==> src/rtl/alu_seq.sv <==
// Sequential ALU: single-cycle ops plus a restoring shift-subtract divider.
// Optional build macro ALU_SIGNED_DIV_EN enables two's-complement division.
module alu_seq #(
  parameter int WIDTH = 32
) (
  input  logic             clk,
  input  logic             resetn,
  input  logic             in_valid,
  output logic             in_ready,
  input  logic [13:0]      alu_control,
  input  logic [WIDTH-1:0] alu_src1,
  input  logic [WIDTH-1:0] alu_src2,
  output logic             out_valid,
  input  logic             out_ready,
  output logic [WIDTH-1:0] alu_result,
  output logic [WIDTH-1:0] div_odd
);

  localparam int SHW = $clog2(WIDTH);

  typedef enum logic [1:0] {
    S_IDLE,
    S_DIV,
    S_DONE
  } state_t;

  state_t state, state_n;

  logic             accept;
  logic             is_div;
  logic             last_step;
  logic [SHW-1:0]   shamt;
  logic [WIDTH-1:0] alu_out;

  // rem_q: partial remainder; quo_q: dividend bits shift out as quotient bits shift in
  logic [WIDTH-1:0] rem_q;
  logic [WIDTH-1:0] quo_q;
  logic [WIDTH-1:0] dsr_q;
  logic [SHW-1:0]   cnt_q;

  logic [WIDTH:0]   part;
  logic             ge;
  logic [WIDTH-1:0] diff;
  logic [WIDTH-1:0] rem_n;
  logic [WIDTH-1:0] quo_n;
  logic [WIDTH-1:0] dvd_mag;
  logic [WIDTH-1:0] dsr_mag;
  logic [WIDTH-1:0] quot_fin;
  logic [WIDTH-1:0] rem_fin;

  assign in_ready  = (state == S_IDLE);
  assign out_valid = (state == S_DONE);
  assign accept    = in_valid && in_ready;
  assign is_div    = (alu_control == 14'h0008);
  assign last_step = (cnt_q == SHW'(WIDTH - 1));
  assign shamt     = alu_src1[SHW-1:0];

  // Zero or multi-hot control falls through to a zero result with normal latency
  always_comb begin
    alu_out = '0;
    if ($onehot(alu_control)) begin
      case (1'b1)
        alu_control[0]:  alu_out = alu_src1 + alu_src2;
        alu_control[1]:  alu_out = alu_src1 - alu_src2;
        alu_control[2]:  alu_out = alu_src1 * alu_src2;
        alu_control[4]:  alu_out = {{(WIDTH-1){1'b0}}, ($signed(alu_src1) < $signed(alu_src2))};
        alu_control[5]:  alu_out = {{(WIDTH-1){1'b0}}, (alu_src1 < alu_src2)};
        alu_control[6]:  alu_out = alu_src1 & alu_src2;
        alu_control[7]:  alu_out = ~(alu_src1 | alu_src2);
        alu_control[8]:  alu_out = alu_src1 | alu_src2;
        alu_control[9]:  alu_out = alu_src1 ^ alu_src2;
        alu_control[10]: alu_out = alu_src2 << shamt;
        alu_control[11]: alu_out = alu_src2 >> shamt;
        alu_control[12]: alu_out = $signed(alu_src2) >>> shamt;
        alu_control[13]: alu_out = alu_src2 << (WIDTH / 2);
        default:         alu_out = '0;
      endcase
    end
  end

  // One restoring step; a zero divisor naturally yields all-ones quotient and remainder = dividend
  always_comb begin
    part  = {rem_q, quo_q[WIDTH-1]};
    ge    = (part >= {1'b0, dsr_q});
    diff  = part[WIDTH-1:0] - dsr_q;
    rem_n = ge ? diff : part[WIDTH-1:0];
    quo_n = {quo_q[WIDTH-2:0], ge};
  end

`ifdef ALU_SIGNED_DIV_EN
  logic             q_neg_q;
  logic             r_neg_q;
  logic             dz_q;
  logic [WIDTH-1:0] dvd_q;

  // Divide magnitudes, then restore signs; the zero-divisor case bypasses correction
  always_comb begin
    dvd_mag  = alu_src1[WIDTH-1] ? (-alu_src1) : alu_src1;
    dsr_mag  = alu_src2[WIDTH-1] ? (-alu_src2) : alu_src2;
    quot_fin = dz_q ? '1 : (q_neg_q ? (-quo_n) : quo_n);
    rem_fin  = dz_q ? dvd_q : (r_neg_q ? (-rem_n) : rem_n);
  end

  always_ff @(posedge clk or negedge resetn) begin
    if (!resetn) begin
      q_neg_q <= 1'b0;
      r_neg_q <= 1'b0;
      dz_q    <= 1'b0;
      dvd_q   <= '0;
    end else if (accept && is_div) begin
      q_neg_q <= alu_src1[WIDTH-1] ^ alu_src2[WIDTH-1];
      r_neg_q <= alu_src1[WIDTH-1];
      dz_q    <= (alu_src2 == '0);
      dvd_q   <= alu_src1;
    end
  end
`else
  always_comb begin
    dvd_mag  = alu_src1;
    dsr_mag  = alu_src2;
    quot_fin = quo_n;
    rem_fin  = rem_n;
  end
`endif

  always_ff @(posedge clk or negedge resetn) begin
    if (!resetn) begin
      state <= S_IDLE;
    end else begin
      state <= state_n;
    end
  end

  always_comb begin
    state_n = state;
    case (state)
      S_IDLE:  if (accept) state_n = is_div ? S_DIV : S_DONE;
      S_DIV:   if (last_step) state_n = S_DONE;
      S_DONE:  if (out_ready) state_n = S_IDLE;
      default: state_n = S_IDLE;
    endcase
  end

  always_ff @(posedge clk or negedge resetn) begin
    if (!resetn) begin
      alu_result <= '0;
      div_odd    <= '0;
      rem_q      <= '0;
      quo_q      <= '0;
      dsr_q      <= '0;
      cnt_q      <= '0;
    end else if (accept) begin
      if (is_div) begin
        rem_q <= '0;
        quo_q <= dvd_mag;
        dsr_q <= dsr_mag;
        cnt_q <= '0;
      end else begin
        alu_result <= alu_out;
        div_odd    <= '0;
      end
    end else if (state == S_DIV) begin
      rem_q <= rem_n;
      quo_q <= quo_n;
      cnt_q <= cnt_q + SHW'(1);
      if (last_step) begin
        alu_result <= quot_fin;
        div_odd    <= rem_fin;
      end
    end
  end

endmodule

==> config.mk <==
export PLATFORM = sky130hd
export DESIGN_NAME = alu_seq
export DESIGN_NICKNAME = d
export VERILOG_FILES = /design/src/rtl/alu_seq.sv
export SDC_FILE = /design/constraint.sdc
export NUM_CORES = 2
export LEC_CHECK = 0
export BUFFER_PORTS_ARGS = -buffer_cell sky130_fd_sc_hd__buf_2
export CORE_AREA = 4 4 280 282
export CTS_CLUSTER_SIZE = 10
export DETAILED_ROUTE_END_ITERATION = 16
export DIE_AREA = 0 0 284 286
export PLACE_DENSITY = 0.62
export SLEW_MARGIN = 20
export SYNTH_ARGS = -nofsm -noshare
export SYNTH_HDL_FRONTEND = slang
export SYNTH_SLANG_ARGS = --single-unit
export TNS_END_PERCENT = 50
==> constraint.sdc <==
create_clock -name clk -period 3.7 [get_ports clk]
set_clock_uncertainty 0.2 [all_clocks]
set_input_delay 0.185 -clock clk [delete_from_list [all_inputs] [get_ports clk]]
set_output_delay 0.185 -clock clk [all_outputs]
set_load 0.01 [all_outputs]
==> flow_summary.yaml <==
logic_synthesis:
  synth-async-reset-ratio_pct: 100
  synth_flop_cell: "dfrtp_1"
  synth_edf_count: 0
  yosys_warnings: 0
  ys_types: 96
  syn_inst: 4156
  avgSynthCellArea_um2: 8.18
  post_synth_instance_area_mm2: 0.0340
  synth_nets: 4916
  yosysSeqAreaShare_pct: 12.3
  ys_seq_elements: 167
route:
  wire_per_inst_um: 29.2
  drt_iter0_drc: 4759
  ant_nets: 0
  drt_pass1_iterations: 6
  totalWireLength_mm: 169
  vias: 35800
  drc: 0
  routed_via_density: 6.17
global_routing:
  grt_pass1_wl_mm: 244
  grt_max_degree: 77
  grt.busiest_layer: "met1"
  grtUsageMet2_pct: 57.6
  grt_pass1_vias: 35000
  antenna_found_initial: 10
  globalRouteTotalUtil_pct: 41.1
  grt.met3_usage_pct: 13.4
  gr-total-overflow: 0
  met1_usage_pct: 58.0
die:
  ios: 148
  coreArea_mm2: 0.0757
  initial_core_util_pct: 44.9
  num_rows: 101
  chipWidth_um: 284
  die_h_um: 286
  dieArea_mm2: 0.0812
clock_network:
  path_clk_slew_ns: 0.08
  cts-root-buf: "clkbuf_16"
  cts_tree: "done"
  cts_max_path_buffers: 2
  htree_levels: 4
  clock_latency_ns: 0.50
  numCtsBuffers: 17
  clock_sinks: 167
placement:
  place_ws_ns: -4.01
  dp_hpwl_mm: 137
  gp_congestion: 1.06
  port_buffers: 147
sta:
  grt_setup_unrepaired: "yes"
  relSlewSlack_pct: 34.7
  fin_crit_ns: 6.94
  tightestPinTransition_ns: 0.968
  post-route-period-util_pct: 188
  fin_setup_tns_ns: -73.46
  finalMaxSlewViolations: 0
  setup_slack_ns: -3.24
  hold_violations: 0
  setup_violations: 32
  fmax_mhz: 144
critical_path:
  timing.rr.start: "quo_q[31]$_DFFE_PN0P_"
  reg2reg_slack_ns: 0.13
  crit_type: "primary input to flop"
  r2r-end: "div_odd[28]$_DFFE_PN0P_"
  crit_end: "alu_result[29]$_DFFE_PN0P_"
  cp_max_fo: 4
  crit_path_start_kind: "primary input"
  cp.arrival_ns: 7.13
  r2r_cells: 15
  required_ns: 3.89
  startpoint: "alu_src1[16]"
  endpoint_kind: "flop"
final_layout:
  final_cell_mix: "buf_4, nand2_1, inv_1, nor2_1, fa_1"
  drive_above_1_share_pct: 25.4
  fin_nets: 5556
  layout_commonest_cell: "buf_4"
  fin_util_pct: 56.5
  syn2layout_area_growth_pct: 25.8
worst_hold_path:
  hold_path_class: "primary input to flop"
outcome:
  status: "complete, but fails checks"
  violations: "negative setup slack"
job:
  maxCapViolations: 0
==> per-layer routing <==
metal  vias up  wire length, um
li1      15200                -
met1     17600            68000
met2      2459            67500
met3       470            23800
met4         4             9680
met5         -               32
==> Yosys cell counts (all sizes together) (10+ instances only) <==
master | count | area, um2
nor2b | 20 | 125
a22oi | 41 | 308
nand3 | 78 | 390
a31oi | 35 | 219
clkinv | 18 | 67.6
o22ai | 23 | 158
buf | 87 | 463
mux2i | 64 | 653
dfrtp | 167 | 4180
a21oi | 208 | 1040
nor3 | 51 | 260
a2111oi | 12 | 118
a221oi | 32 | 280
nand4 | 20 | 125
and2 | 13 | 81.3
o21a | 17 | 128
nor2 | 498 | 1870
o311a | 10 | 101
mux4 | 63 | 1450
nor4 | 14 | 103
xor2 | 32 | 280
o21ai | 253 | 1270
xnor2 | 118 | 1030
clkbuf | 187 | 702
a211o | 11 | 96.3
o211ai | 32 | 245
o221ai | 27 | 236
mux2 | 21 | 240
ha | 258 | 3230
a21o | 43 | 323
o21bai | 24 | 180
or2 | 11 | 68.8
nand2 | 513 | 1930
a211oi | 37 | 278
or3 | 12 | 75.1
and3 | 26 | 163
inv | 523 | 1960
o31ai | 18 | 149
fa | 420 | 8410
nand2b | 23 | 151
==> critical path, stage by stage <==
cell	delay, ns
buf_8	0.11
inv_8	0.06
buf_4	0.11
nor2_2	0.03
fa_1	0.49
inv_1	0.06
fa_1	0.50
fa_1	0.46
fa_1	0.60
inv_2	0.05
fa_1	0.49
fa_2	0.59
fa_1	0.43
fa_2	0.57
ha_4	0.22
and4_4	0.19
nor2b_1	0.12
or3_4	0.35
a221o_1	0.38
o21bai_1	0.21
a31oi_1	0.12
nor3_2	0.14
nor3_2	0.08
or3_1	0.36
a31o_1	0.23
==> registers in the layout, summed over array words and instances (netlist names) <==
name,flops
dsr_q,32
cnt_q,5
quo_q,32
div_odd,32
state,2
alu_result,32
rem_q,32
==> worst min path at each step <==
stage            startpoint                   endpoint  slack [ns]  cells past startpoint
2_1_floorplan        resetn  alu_result[0]$_DFFE_PN0P_       -0.31                      0
3_3_place_gp         resetn    div_odd[10]$_DFFE_PN0P_        0.08                      1
3_5_place_dp         resetn    div_odd[10]$_DFFE_PN0P_        0.09                      1
4_1_cts         alu_src1[9]       quo_q[9]$_DFFE_PN0P_       0.002                      4
5_1_grt        alu_src1[27]      quo_q[27]$_DFFE_PN0P_        0.05                      4
6_report        alu_src1[9]       quo_q[9]$_DFFE_PN0P_        0.05                      4
==> timing repair <==
action                     in CTS  in global routing
hold endpoints to repair       84                  0
setup buffers                  16                 18
setup endpoints to repair      36                 37
pin swaps                      45                 66
hold buffers                   13                  0
resized for setup             155                121
==> through the flow <==
| stage | cell area [um2] | hold WS (ns) | instances |
|---|---|---|---|
| final | 42800 | 0.0452 | 5790 |
| after global placement | 40700 | 0.0777 | 5718 |
| after floorplan | 34800 | -0.311 | 4156 |
| after detailed placement | 40700 | 0.0943 | 5718 |
| after CTS | 42100 | 0.00243 | 5771 |
| after global routing | 42800 | 0.0500 | 5789 |
==> cells by family after synthesis <==
logic type | synth area share, %
AOI/OAI and AO/OA | 17.3
xor gates and xnor gates | 3.86
adders and majority gates | 34.2
buffers and inverters | 9.39
DFF | 12.3
muxes | 6.87
and+or+nand+nor | 16.1
==> cell type report <==
type / count / area [um2]
repair buffers: 895 / 6930
fillers: 7037 / 32900
flip-flops and latches: 167 / 4180
diodes: 3 / 7.51
clock buffers: 19 / 433
inverters: 541 / 2150
well taps: 978 / 1220
clock inverters: 13 / 156
multi-input cells: 3174 / 27700
Power is not shown: default switching activity piles up to over one toggle a cycle in this logic, so the estimate is an artifact.
